File: src/rtl/cam_pkg.sv
// Shared camera-path constants: decimator state encoding, source geometry
// and the frame-buffer size seen by the capture stage.
package cam_pkg;

  typedef enum logic [1:0] {
    WAIT_VS = 2'd0,
    BLANK   = 2'd1,
    ACTIVE  = 2'd2,
    END     = 2'd3
  } cam_state_e;

  localparam int SRC_W_DEF = 640;
  localparam int SRC_H_DEF = 480;
  localparam int DEC_X_DEF = 4;
  localparam int DEC_Y_DEF = 4;
  localparam int CW_DEF    = 10;

  localparam int FB_W    = 160;
  localparam int FB_H    = 120;
  localparam int FB_SIZE = FB_W * FB_H;

  function automatic int cnt_width(input int n);
    return (n > 1) ? $clog2(n) : 1;
  endfunction

endpackage

File: src/rtl/cam_mod_counter.sv
// Down-counting wrap counter used as a cheap modulo-N phase:
// zero_o marks index % N == 0, term_o marks the value just after a wrap.
module cam_mod_counter
  import cam_pkg::*;
#(
  parameter int N = 4
) (
  input  logic CAM_pclk,
  input  logic reset,
  input  logic en_i,
  input  logic clr_i,
  output logic zero_o,
  output logic term_o
);

  localparam int W = cnt_width(N);
  localparam logic [W-1:0] MAX_C = W'(N - 1);

  logic [W-1:0] cnt_q, cnt_d;

  always_comb begin
    cnt_d = cnt_q;
    if (clr_i) begin
      cnt_d = '0;
    end else if (en_i) begin
      cnt_d = (cnt_q == '0) ? MAX_C : cnt_q - W'(1);
    end
  end

  always_ff @(posedge CAM_pclk) begin
    if (reset) begin
      cnt_q <= '0;
    end else begin
      cnt_q <= cnt_d;
    end
  end

  assign zero_o = (cnt_q == '0);
  assign term_o = (cnt_q == MAX_C);

endmodule

File: src/rtl/cam_decimator.sv
// Keeps every DEC_X-th pixel of every DEC_Y-th line of the raw RGB444
// camera stream and re-emits a clean, 1-cycle-delayed VSYNC/HREF/data stream.
module cam_decimator
  import cam_pkg::*;
#(
  parameter int SRC_W = SRC_W_DEF,
  parameter int SRC_H = SRC_H_DEF,
  parameter int DEC_X = DEC_X_DEF,
  parameter int DEC_Y = DEC_Y_DEF,
  parameter int CW    = CW_DEF
) (
  input  logic          CAM_pclk,
  input  logic          reset,
  input  logic [7:0]    in_px_data,
  input  logic          in_vsync,
  input  logic          in_href,
  output logic [7:0]    out_px_data,
  output logic          out_vsync,
  output logic          out_href,
  output logic          frame_done,
  output logic          frame_err,
  output logic [CW-1:0] line_idx,
  output logic [CW-1:0] pix_idx
);

  localparam logic [CW-1:0] W_C = CW'(SRC_W);
  localparam logic [CW-1:0] H_C = CW'(SRC_H);

  cam_state_e st_q, st_d;

  logic          phase_q, phase_d;
  logic          href_q;
  logic          vs_q;
  logic [7:0]    px_q, px_d;
  logic          oh_q, oh_d;
  logic          done_q, done_d;
  logic          err_q, err_d;
  logic [CW-1:0] line_q, line_d;
  logic [CW-1:0] pix_q, pix_d;

  logic px_en, px_clr, px_zero, px_term;
  logic ln_en, ln_clr, ln_zero, ln_term;
  logic line_end;
  logic unused_term;

  cam_mod_counter #(.N(DEC_X)) u_px_cnt (
    .CAM_pclk (CAM_pclk),
    .reset    (reset),
    .en_i     (px_en),
    .clr_i    (px_clr),
    .zero_o   (px_zero),
    .term_o   (px_term)
  );

  cam_mod_counter #(.N(DEC_Y)) u_ln_cnt (
    .CAM_pclk (CAM_pclk),
    .reset    (reset),
    .en_i     (ln_en),
    .clr_i    (ln_clr),
    .zero_o   (ln_zero),
    .term_o   (ln_term)
  );

  assign unused_term = px_term ^ ln_term;
  assign line_end    = href_q & ~in_href;

  always_comb begin
    st_d    = st_q;
    phase_d = phase_q;
    px_d    = px_q;
    oh_d    = 1'b0;
    done_d  = 1'b0;
    err_d   = err_q;
    line_d  = line_q;
    pix_d   = pix_q;
    px_en   = 1'b0;
    px_clr  = 1'b0;
    ln_en   = 1'b0;
    ln_clr  = 1'b0;
    unique case (st_q)
      WAIT_VS: begin
        if (in_vsync) st_d = BLANK;
      end
      BLANK: begin
        if (!in_vsync) begin
          st_d    = ACTIVE;
          line_d  = '0;
          pix_d   = '0;
          phase_d = 1'b0;
          err_d   = 1'b0;
          px_clr  = 1'b1;
          ln_clr  = 1'b1;
        end
      end
      ACTIVE: begin
        if (line_end) begin
          pix_d   = '0;
          phase_d = 1'b0;
          px_clr  = 1'b1;
          if (line_q != H_C) begin
            line_d = line_q + CW'(1);
            ln_en  = 1'b1;
          end
          if (phase_q || pix_q != W_C) err_d = 1'b1;
        end
        if (in_vsync) begin
          // VSYNC during a line aborts it; the byte is never forwarded
          st_d = END;
          if (in_href) err_d = 1'b1;
        end else if (in_href) begin
          phase_d = ~phase_q;
          if (pix_q >= W_C || line_q >= H_C) begin
            err_d = 1'b1;
          end else if (px_zero && ln_zero) begin
            oh_d = 1'b1;
            px_d = in_px_data;
          end
          if (phase_q && pix_q < W_C) begin
            pix_d = pix_q + CW'(1);
            px_en = 1'b1;
          end
        end
      end
      END: begin
        st_d = BLANK;
        if (line_q == H_C && !err_q) begin
          done_d = 1'b1;
        end else begin
          err_d = 1'b1;
        end
      end
      default: st_d = WAIT_VS;
    endcase
  end

  always_ff @(posedge CAM_pclk) begin
    if (reset) begin
      st_q    <= WAIT_VS;
      phase_q <= 1'b0;
      href_q  <= 1'b0;
      vs_q    <= 1'b1;
      px_q    <= '0;
      oh_q    <= 1'b0;
      done_q  <= 1'b0;
      err_q   <= 1'b0;
      line_q  <= '0;
      pix_q   <= '0;
    end else begin
      st_q    <= st_d;
      phase_q <= phase_d;
      href_q  <= in_href;
      vs_q    <= in_vsync;
      px_q    <= px_d;
      oh_q    <= oh_d;
      done_q  <= done_d;
      err_q   <= err_d;
      line_q  <= line_d;
      pix_q   <= pix_d;
    end
  end

  assign out_px_data = px_q;
  assign out_vsync   = vs_q;
  assign out_href    = oh_q;
  assign frame_done  = done_q;
  assign frame_err   = err_q;
  assign line_idx    = line_q;
  assign pix_idx     = pix_q;

endmodule

File: config.mk
export PLATFORM = sky130hd
export DESIGN_NAME = cam_decimator
export DESIGN_NICKNAME = d
export VERILOG_FILES = /design/src/rtl/cam_pkg.sv /design/src/rtl/cam_mod_counter.sv /design/src/rtl/cam_decimator.sv
export SDC_FILE = /design/constraint.sdc
export NUM_CORES = 1
export LEC_CHECK = 0
export BUFFER_PORTS_ARGS = -buffer_cell sky130_fd_sc_hd__buf_2
export CAP_MARGIN = 30
export CORE_ASPECT_RATIO = 0.6
export CORE_MARGIN = 2
export CORE_UTILIZATION = 45
export CTS_CLUSTER_SIZE = 8
export DETAILED_ROUTE_END_ITERATION = 10
export PLACE_DENSITY = 0.67
export SYNTH_ARGS = -nofsm -noshare
export SYNTH_HDL_FRONTEND = slang
export SYNTH_SLANG_ARGS = --single-unit
File: constraint.sdc
create_clock -name CAM_pclk -period 4.3 [get_ports CAM_pclk]
set_input_delay 1.075 -clock CAM_pclk [delete_from_list [all_inputs] [get_ports CAM_pclk]]
set_output_delay 1.075 -clock CAM_pclk [all_outputs]
set_load 0.01 [all_outputs]
==> results of run 1 <==
==> metal layers <==
layer  wire, um  GRT usage (%)  vias to the layer above
met3        391           5.85                        8
met1       2760           30.8                      913
li1           -              -                     1015
met2       2040           27.3                       58
met4         48           5.59                        0
met5          0              0                        -
==> placed cells by master, fill, tap and decap left out, types with 3 or more instances in the layout <==
master | Yosys | routed
a211oi_1 | 4 | 4
a21oi_1 | 17 | 17
and2_1 | 3 | 3
buf_2 | 4 | 43
clkbuf_8 | 0 | 7
dfxtp_1 | 40 | 40
ha_1 | 12 | 12
inv_1 | 14 | 14
mux2i_1 | 9 | 9
nand2_1 | 37 | 37
nand2b_1 | 4 | 4
nand3_1 | 9 | 9
nand4_1 | 4 | 4
nor2_1 | 16 | 16
nor3_2 | 3 | 3
o21ai_0 | 11 | 11
o22ai_1 | 3 | 3
o31ai_1 | 3 | 3
or3_1 | 6 | 6
or4_1 | 4 | 4
==> synthesized netlist by cell type, types with 5 or more instances <==
| library cell | count | area, um^2 |
|---|---|---|
| a21oi_1 | 17 | 85.1 |
| nand3_1 | 9 | 45.0 |
| nor2_1 | 16 | 60.1 |
| nand2_1 | 37 | 139 |
| mux2i_1 | 9 | 90.1 |
| inv_1 | 14 | 52.6 |
| ha_1 | 12 | 150 |
| o21ai_0 | 11 | 55.1 |
| dfxtp_1 | 40 | 801 |
| or3_1 | 6 | 37.5 |
| clkbuf_1 | 5 | 18.8 |
==> critical path: stages (launching register included) <==
cell	delay, ns
dfxtp_1	0.35
inv_1	0.14
ha_1	0.43
or2_1	0.23
o211ai_1	0.35
or4_1	0.60
a21oi_1	0.15
==> where the power goes <==
part	internal, mW	switching, mW	total (mW)	leakage (nW)
Sequential	0.392	0.0206	0.412	0.323
Clock	0.205	0.129	0.334	0.0645
Combinational	0.108	0.197	0.305	0.650
Total	0.704	0.346	1.05	1.04
==> registers in the layout (all words and copies together) (netlist names) <==
register,flops
pix_idx,10
u_px_cnt.cnt_q,2
st_q,2
out_vsync,1
line_idx,10
href_q,1
frame_done,1
out_href,1
frame_err,1
phase_q,1
out_px_data,8
u_ln_cnt.cnt_q,2
==> how the worst max path moves through the flow <==
stage	start	endpoint	slack, ns	depth (start not counted)
floorplan	in_href	line_idx[3]	2.10	6
global placement	in_href	line_idx[7]	1.81	5
detailed placement	in_vsync	line_idx[7]	1.72	5
CTS	st_q[0]	line_idx[9]	1.99	6
global route	st_q[0]	line_idx[1]	1.81	6
finish	st_q[0]	line_idx[9]	1.98	6
==> kinds of logic (layout without fill, tap and decap cells) <==
logic type	after synthesis	count (layout)	synth area share, %
buffers and inverters	26	68	4.83
adder cells (fa/ha/maj)	12	12	6.82
multiplexers	10	10	4.61
XOR/XNOR	1	1	0.398
AO/OA/AOI/OAI	62	62	20.3
flip-flops	40	40	36.4
AND/OR/NAND/NOR	107	107	26.7
==> through the flow <==
stage          setup WS, ns  hold WS, ns
2_1_floorplan          2.10        0.434
3_3_place_gp           1.81        0.441
3_5_place_dp           1.72        0.447
4_1_cts                1.99        0.459
5_1_grt                1.81        0.472
6_report               1.98        0.457
==> cell type report <==
class	count	share of cell area [%]
multi-input cells	192	50.2
clock inverters	1	1.16
repair buffers	44	8.60
clock buffers	7	3.72
inverters	16	2.32
well taps	63	3.04
flip-flops and latches	40	30.9
==> results.md, run 1 <==
* Setup TNS Final at 0 ns
* Share of layout cells above drive strength 1 at 24.7%
* First-pass GRT wire length at approximately 8.5 mm
* Flop-to-flop setup slack at around 2.0 ns
* Final WL at 5.24 mm
* Synth warnings at 0
* CTS tree: yes
* Final instance area at 0.00259 mm^2
* Post-CTS Setup Inserts at 0
* Final Max Tran Viols at 0
* Grt total ovfl at 0
* Post-synthesis cell area at 0.00220 mm^2
* Synthesized flop and latch total at 40
* Clk root buf: clkbuf_8
* Synthesized netlist cell count at 258
* EDFF count, synth at 0
* Via-to-Cell Ratio at 5.49
* Site Rows at 19
* Final GP Congestion at about 0.87
* I/O pin count at 44
* Placed inst area at 0.00246 mm^2
* Critical R2R Launch: st_q[0]
* WHS Path Cells at 2
* Syn Nets at 282
* Final Setup Violations at 0
* Worst-path clk slew at 0.08 ns
* Number of global-route vias before repair at 1760
* Iter 0 DRT Violations at 123
* Post-synth cell types at 61
* Critical path type: register to register
* Static leakage at around 1.0 nW
* Startpoint Class: register
* Critical path peak fanout at 13
* Period utilization at 53.9%
* Post-synthesis async set-or-reset flop share at 0%
* Average size of a mapped cell at 8.53 um^2
* Req. time, crit path at approximately 4.5 ns
* Outcome: complete, no violations
* Worst Tran Pin Value at roughly 0.83 ns
* CTS H-tree lvls at 2
* Worst Reg-to-Reg Cells at 6
* Placed Instances at 355
* Hold Fails Final Rpt at 0
* Core area at 0.00464 mm^2
* Worst EP arrival at ~2.5 ns
* Diodes inserted at 0
* Relative slew slack at between 40 and 50%
* Pre-Repair DR Iteration Count at 5
* Max VDD drop at between 0.0003 and 0.0004 V
* Area grow syn2layout at 17.6%
* Main synth FF type: dfxtp_1
* Vias at between 1500 and 2000
* Wirelength per Cell at 14.4 um
* Sink Count at 40
* Register area at 801 um^2
* Clock buffer depth at 2
* Hold endpoint: out_px_data[3]
* Sequential share of the synthesized area at 36.4%
* Number of cells in the finished layout apart from fillers at 363
* CP endpoint kind: register
* Worst hold path type: register to register
* Max-cap violations at 0
* DR DRC count at 0
* Buffers on Ports at 43
* DP HPWL at 3.89 mm
* RR Endpoint: line_idx[9]
* Setup repair after global routing missed its margin: false
* Fin util at 55.8%
* Post-layout min period at 2.32 ns
* Post-CTS Resized at 0
* Initial core utilization at 47.5%
* Layout fillers at approximately 440
* Pwr Total at 1.05 mW
* Skew final at 0.00752 ns
* Area occupied by multi-input gates at 0.00130 mm^2
* Final Net Count at 323
* Largest net degree at the start of global routing at 27
* ANT nets after route at 0
* Post-CTS Hold Buffers at 0
* Fmax at 431 MHz
* Die H at 58.2 um
* Worst hold path startpoint: out_px_data[3]
* Initial antenna violation count at 0
* Overall routing resource usage at 20.2%
* Horiz. Die Dim at ~94 um
* Clock latency on the worst-skew pair at a little under 0.3 ns
* Power Density at around 410 mW/mm^2
* DIE AREA at 0.00548 mm^2
* Num CTS Buffers at 5
(Power assumes the default switching activity.)
==> run 2: changes to the inputs <==
PLACE_DENSITY = 0.7   (was 0.67)
clock period = 2.08 ns   (was 4.3 ns; I/O delays follow)
==> run 2 against run 1 <==
Effect of this change: register-to-register slack got worse by 1.8 ns; sequential share of layout area fell by 1.6 points; fmax rose by 23%; final cell count rose by 3.0%; critical path depth rose by 1; core utilization rose by 3.0 points; largest cell class unchanged; count of clock-buffer cells in the layout fell by 2.
==> results.md, run 2 (same netlist as run 1, synthesis figures left out) <==
* Number of cells in the finished layout apart from fillers at 374 (+3.0%)
* Switching Fraction at 31.3% (-1.6 points)
* Clock network power share at 35.4% (+3.6 points)
* Site Rows at 19 (unchanged)
* Gate power share at 30.6% (+1.6 points)
* Worst Tran Pin Value at 0.513 ns (-0.317 ns)
* Worst-path clk slew at 0.08 ns (about the same)
* Pwr Total at 2.53 mW (+140%)
* Buffers on Ports at 43 (unchanged)
* I/O pin count at 44 (unchanged)
* Max-cap violations at 0 (unchanged)
* DR DRC count at 0 (unchanged)
* Placed Instances at 365 (+2.8%)
* Clk root buf: clkbuf_8
* Biggest cell delay along the critical path at 0.35 ns (-0.25 ns)
* Req. time, crit path at 2.31 ns (-2.21 ns)
* Relative slew slack at 65.6% (+21 points)
* Skew final at 0.00390 ns (-0.00361 ns)
* Startpoint Class: register
* WL met2 at 2.28 mm (+12%)
* Fin util at 58.9% (+3.0 points)
* Post-CTS Hold Buffers at 0 (unchanged)
* Hold endpoint: out_px_data[0]
* Via-to-Cell Ratio at 5.71 (+3.9%)
* Critical R2R Launch: st_q[1]
* Worst EP arrival at 2.12 ns (-0.42 ns)
* P_int at 1.74 mW (+150%)
* Iter 0 DRT Violations at 149 (+21%)
* Clock latency on the worst-skew pair at 0.30 ns (about the same)
* Share of layout cells above drive strength 1 at 28.6% (+4.0 points)
* Worst Reg-to-Reg Cells at 7 (+1)
* Grt total ovfl at 0 (unchanged)
* Final GP Congestion at 0.862 (-0.44%)
* Top layer in use: met4
* Flop-to-flop setup slack at 0.19 ns (-1.79 ns)
* Sequential power share at 34.0% (-5.2 points)
* Worst path slowest cell: dfxtp_2
* Core area at 0.00464 mm^2 (unchanged)
* Diodes inserted at 0 (unchanged)
* Num CTS Buffers at 5 (unchanged)
* Horiz. Die Dim at 94.3 um (unchanged)
* Critical path type: register to register
* Placed inst area at 0.00254 mm^2 (+3.0%)
* Final WL at 5.74 mm (+9.6%)
* ANT nets after route at 0 (unchanged)
* Outcome: complete, no violations
* Most frequent cells in the layout: buf_2 (43), dfxtp_1 (39), nand2_1 (37), a21oi_1 (17), nor2_1 (16)
* Final Net Count at 334 (+3.4%)
* Power Density at 928 mW/mm^2 (+130%)
* Final instance area at 0.00273 mm^2 (+5.5%)
* Leading cell type in the layout, fill and taps excluded: buf_2
* CP endpoint kind: register
* Worst hold path startpoint: in_px_data[0]
* Area grow syn2layout at 24.0%
* First-pass GRT wire length at 9.14 mm (+8.2%)
* Initial core utilization at 47.5% (unchanged)
* Fmax at 530 MHz (+23%)
* Vias at 2135 (+7.1%)
* Final Setup Violations at 0 (unchanged)
* Crit path cell chain: inv_1 -> ha_4 -> or2_1 -> o211ai_1 -> buf_4 -> or3_1 -> a21oi_1
* Post-layout min period at 1.89 ns (-0.431 ns)
* Wirelength per Cell at 15.4 um (+6.4%)
* DR WL met3 at 537 um (+37%)
* Period utilization at 90.7% (+37 points)
* Sink Count at 40 (unchanged)
* Critical path peak fanout at 7 (-6)
* Worst hold path type: input pin to register
* Hold Fails Final Rpt at 0 (unchanged)
* Setup TNS Final at 0 ns (unchanged)
* Clock buffer depth at 2 (unchanged)
* Switching power at 0.794 mW (+130%)
* WHS Path Cells at 3 (+1)
* CTS tree: yes
* Die H at 58.2 um (unchanged)
* Layout fillers at 422 (-3.2%)
* Final Max Tran Viols at 0 (unchanged)
* DIE AREA at 0.00548 mm^2 (unchanged)
* CTS H-tree lvls at 2 (unchanged)
* DP HPWL at 4.20 mm (+8.0%)
* Max VDD drop at 0.000503 V (+49%)
* RR Endpoint: line_idx[3]
* Overall routing resource usage at 21.5% (+1.3 points)
* Static leakage at 1.10 nW (+6.4%)
* Pre-Repair DR Iteration Count at 4 (-1)
* Largest net degree at the start of global routing at 21 (-22%)
* Number of global-route vias before repair at 1858 (+5.6%)
* Setup repair after global routing missed its margin: false
* Initial antenna violation count at 0 (unchanged)
* Metal-1 WL at 2.89 mm (+4.7%)
[run 2: changes by cell type in the layout (fill, tap and decap cells not counted)]
cell       change
clkbuf_8       -2
ha_4           +2
inv_2          +1
inv_1          -1
dfxtp_1        -1
ha_1           -2
buf_4         +11
dfxtp_2        +1
bufinv_16      +2
[run 2: worst max-delay path: cells and delay by family, from the launching register on]
kind / cells / cell delay, ns
buffers and inverters: 2 / 0.38
AOI/OAI and AO/OA: 2 / 0.38
adders and majority gates: 1 / 0.20
and+or+nand+nor: 2 / 0.50
DFF: 1 / 0.35
[run 2: worst max path at each step]
stage / cells past startpoint / to / from / slack (ns)
after floorplan: 7 / pix_idx[8] / st_q[0] / 0.37
after global placement: 7 / line_idx[5] / st_q[0] / 0.19
after detailed placement: 7 / line_idx[3] / st_q[0] / 0.12
after CTS: 7 / line_idx[5] / st_q[0] / 0.08
after global routing: 7 / line_idx[6] / st_q[1] / 0.02
final: 7 / line_idx[3] / st_q[1] / 0.19
[run 2: routing by layer]
metal  track usage (%)  up-vias
met5                 0        -
met4              4.14        0
met3              7.15        6
met2              27.8       97
met1              34.0      991
li1                  -     1041
[run 2: repair_timing]
item	CTS	global route
setup endpoints to repair	0	5
gates resized for setup	0	6
buffers inserted	0	1
[run 2: power by group through the flow]
stage,Sequential (mW),Combinational (mW),Clock (mW)
after global routing,0.867,0.855,0.944
after detailed placement,0.866,0.705,0
final,0.862,0.775,0.897
after floorplan,0.870,0.473,0
after global placement,0.862,0.696,0
after CTS,0.850,0.714,0.905
[run 2: cell type report]
type / instances / area (um^2) / area share, %
Tap cell: 63 / 78.8 / 2.89
Multi-Input combinational cell: 192 / 1330 / 48.5
Inverter: 16 / 60.1 / 2.20
Timing Repair Buffer: 55 / 305 / 11.2
Clock inverter: 3 / 90.1 / 3.30
Clock buffer: 5 / 68.8 / 2.52
Sequential cell: 40 / 802 / 29.4
[run 2: metrics by stage]
stage | hold WS [ns] | worst slack [ns]
floorplan | 0.434 | 0.370
global placement | 0.441 | 0.193
detailed placement | 0.448 | 0.118
CTS | 0.452 | 0.0804
global route | 0.467 | 0.0198
finish | 0.459 | 0.193
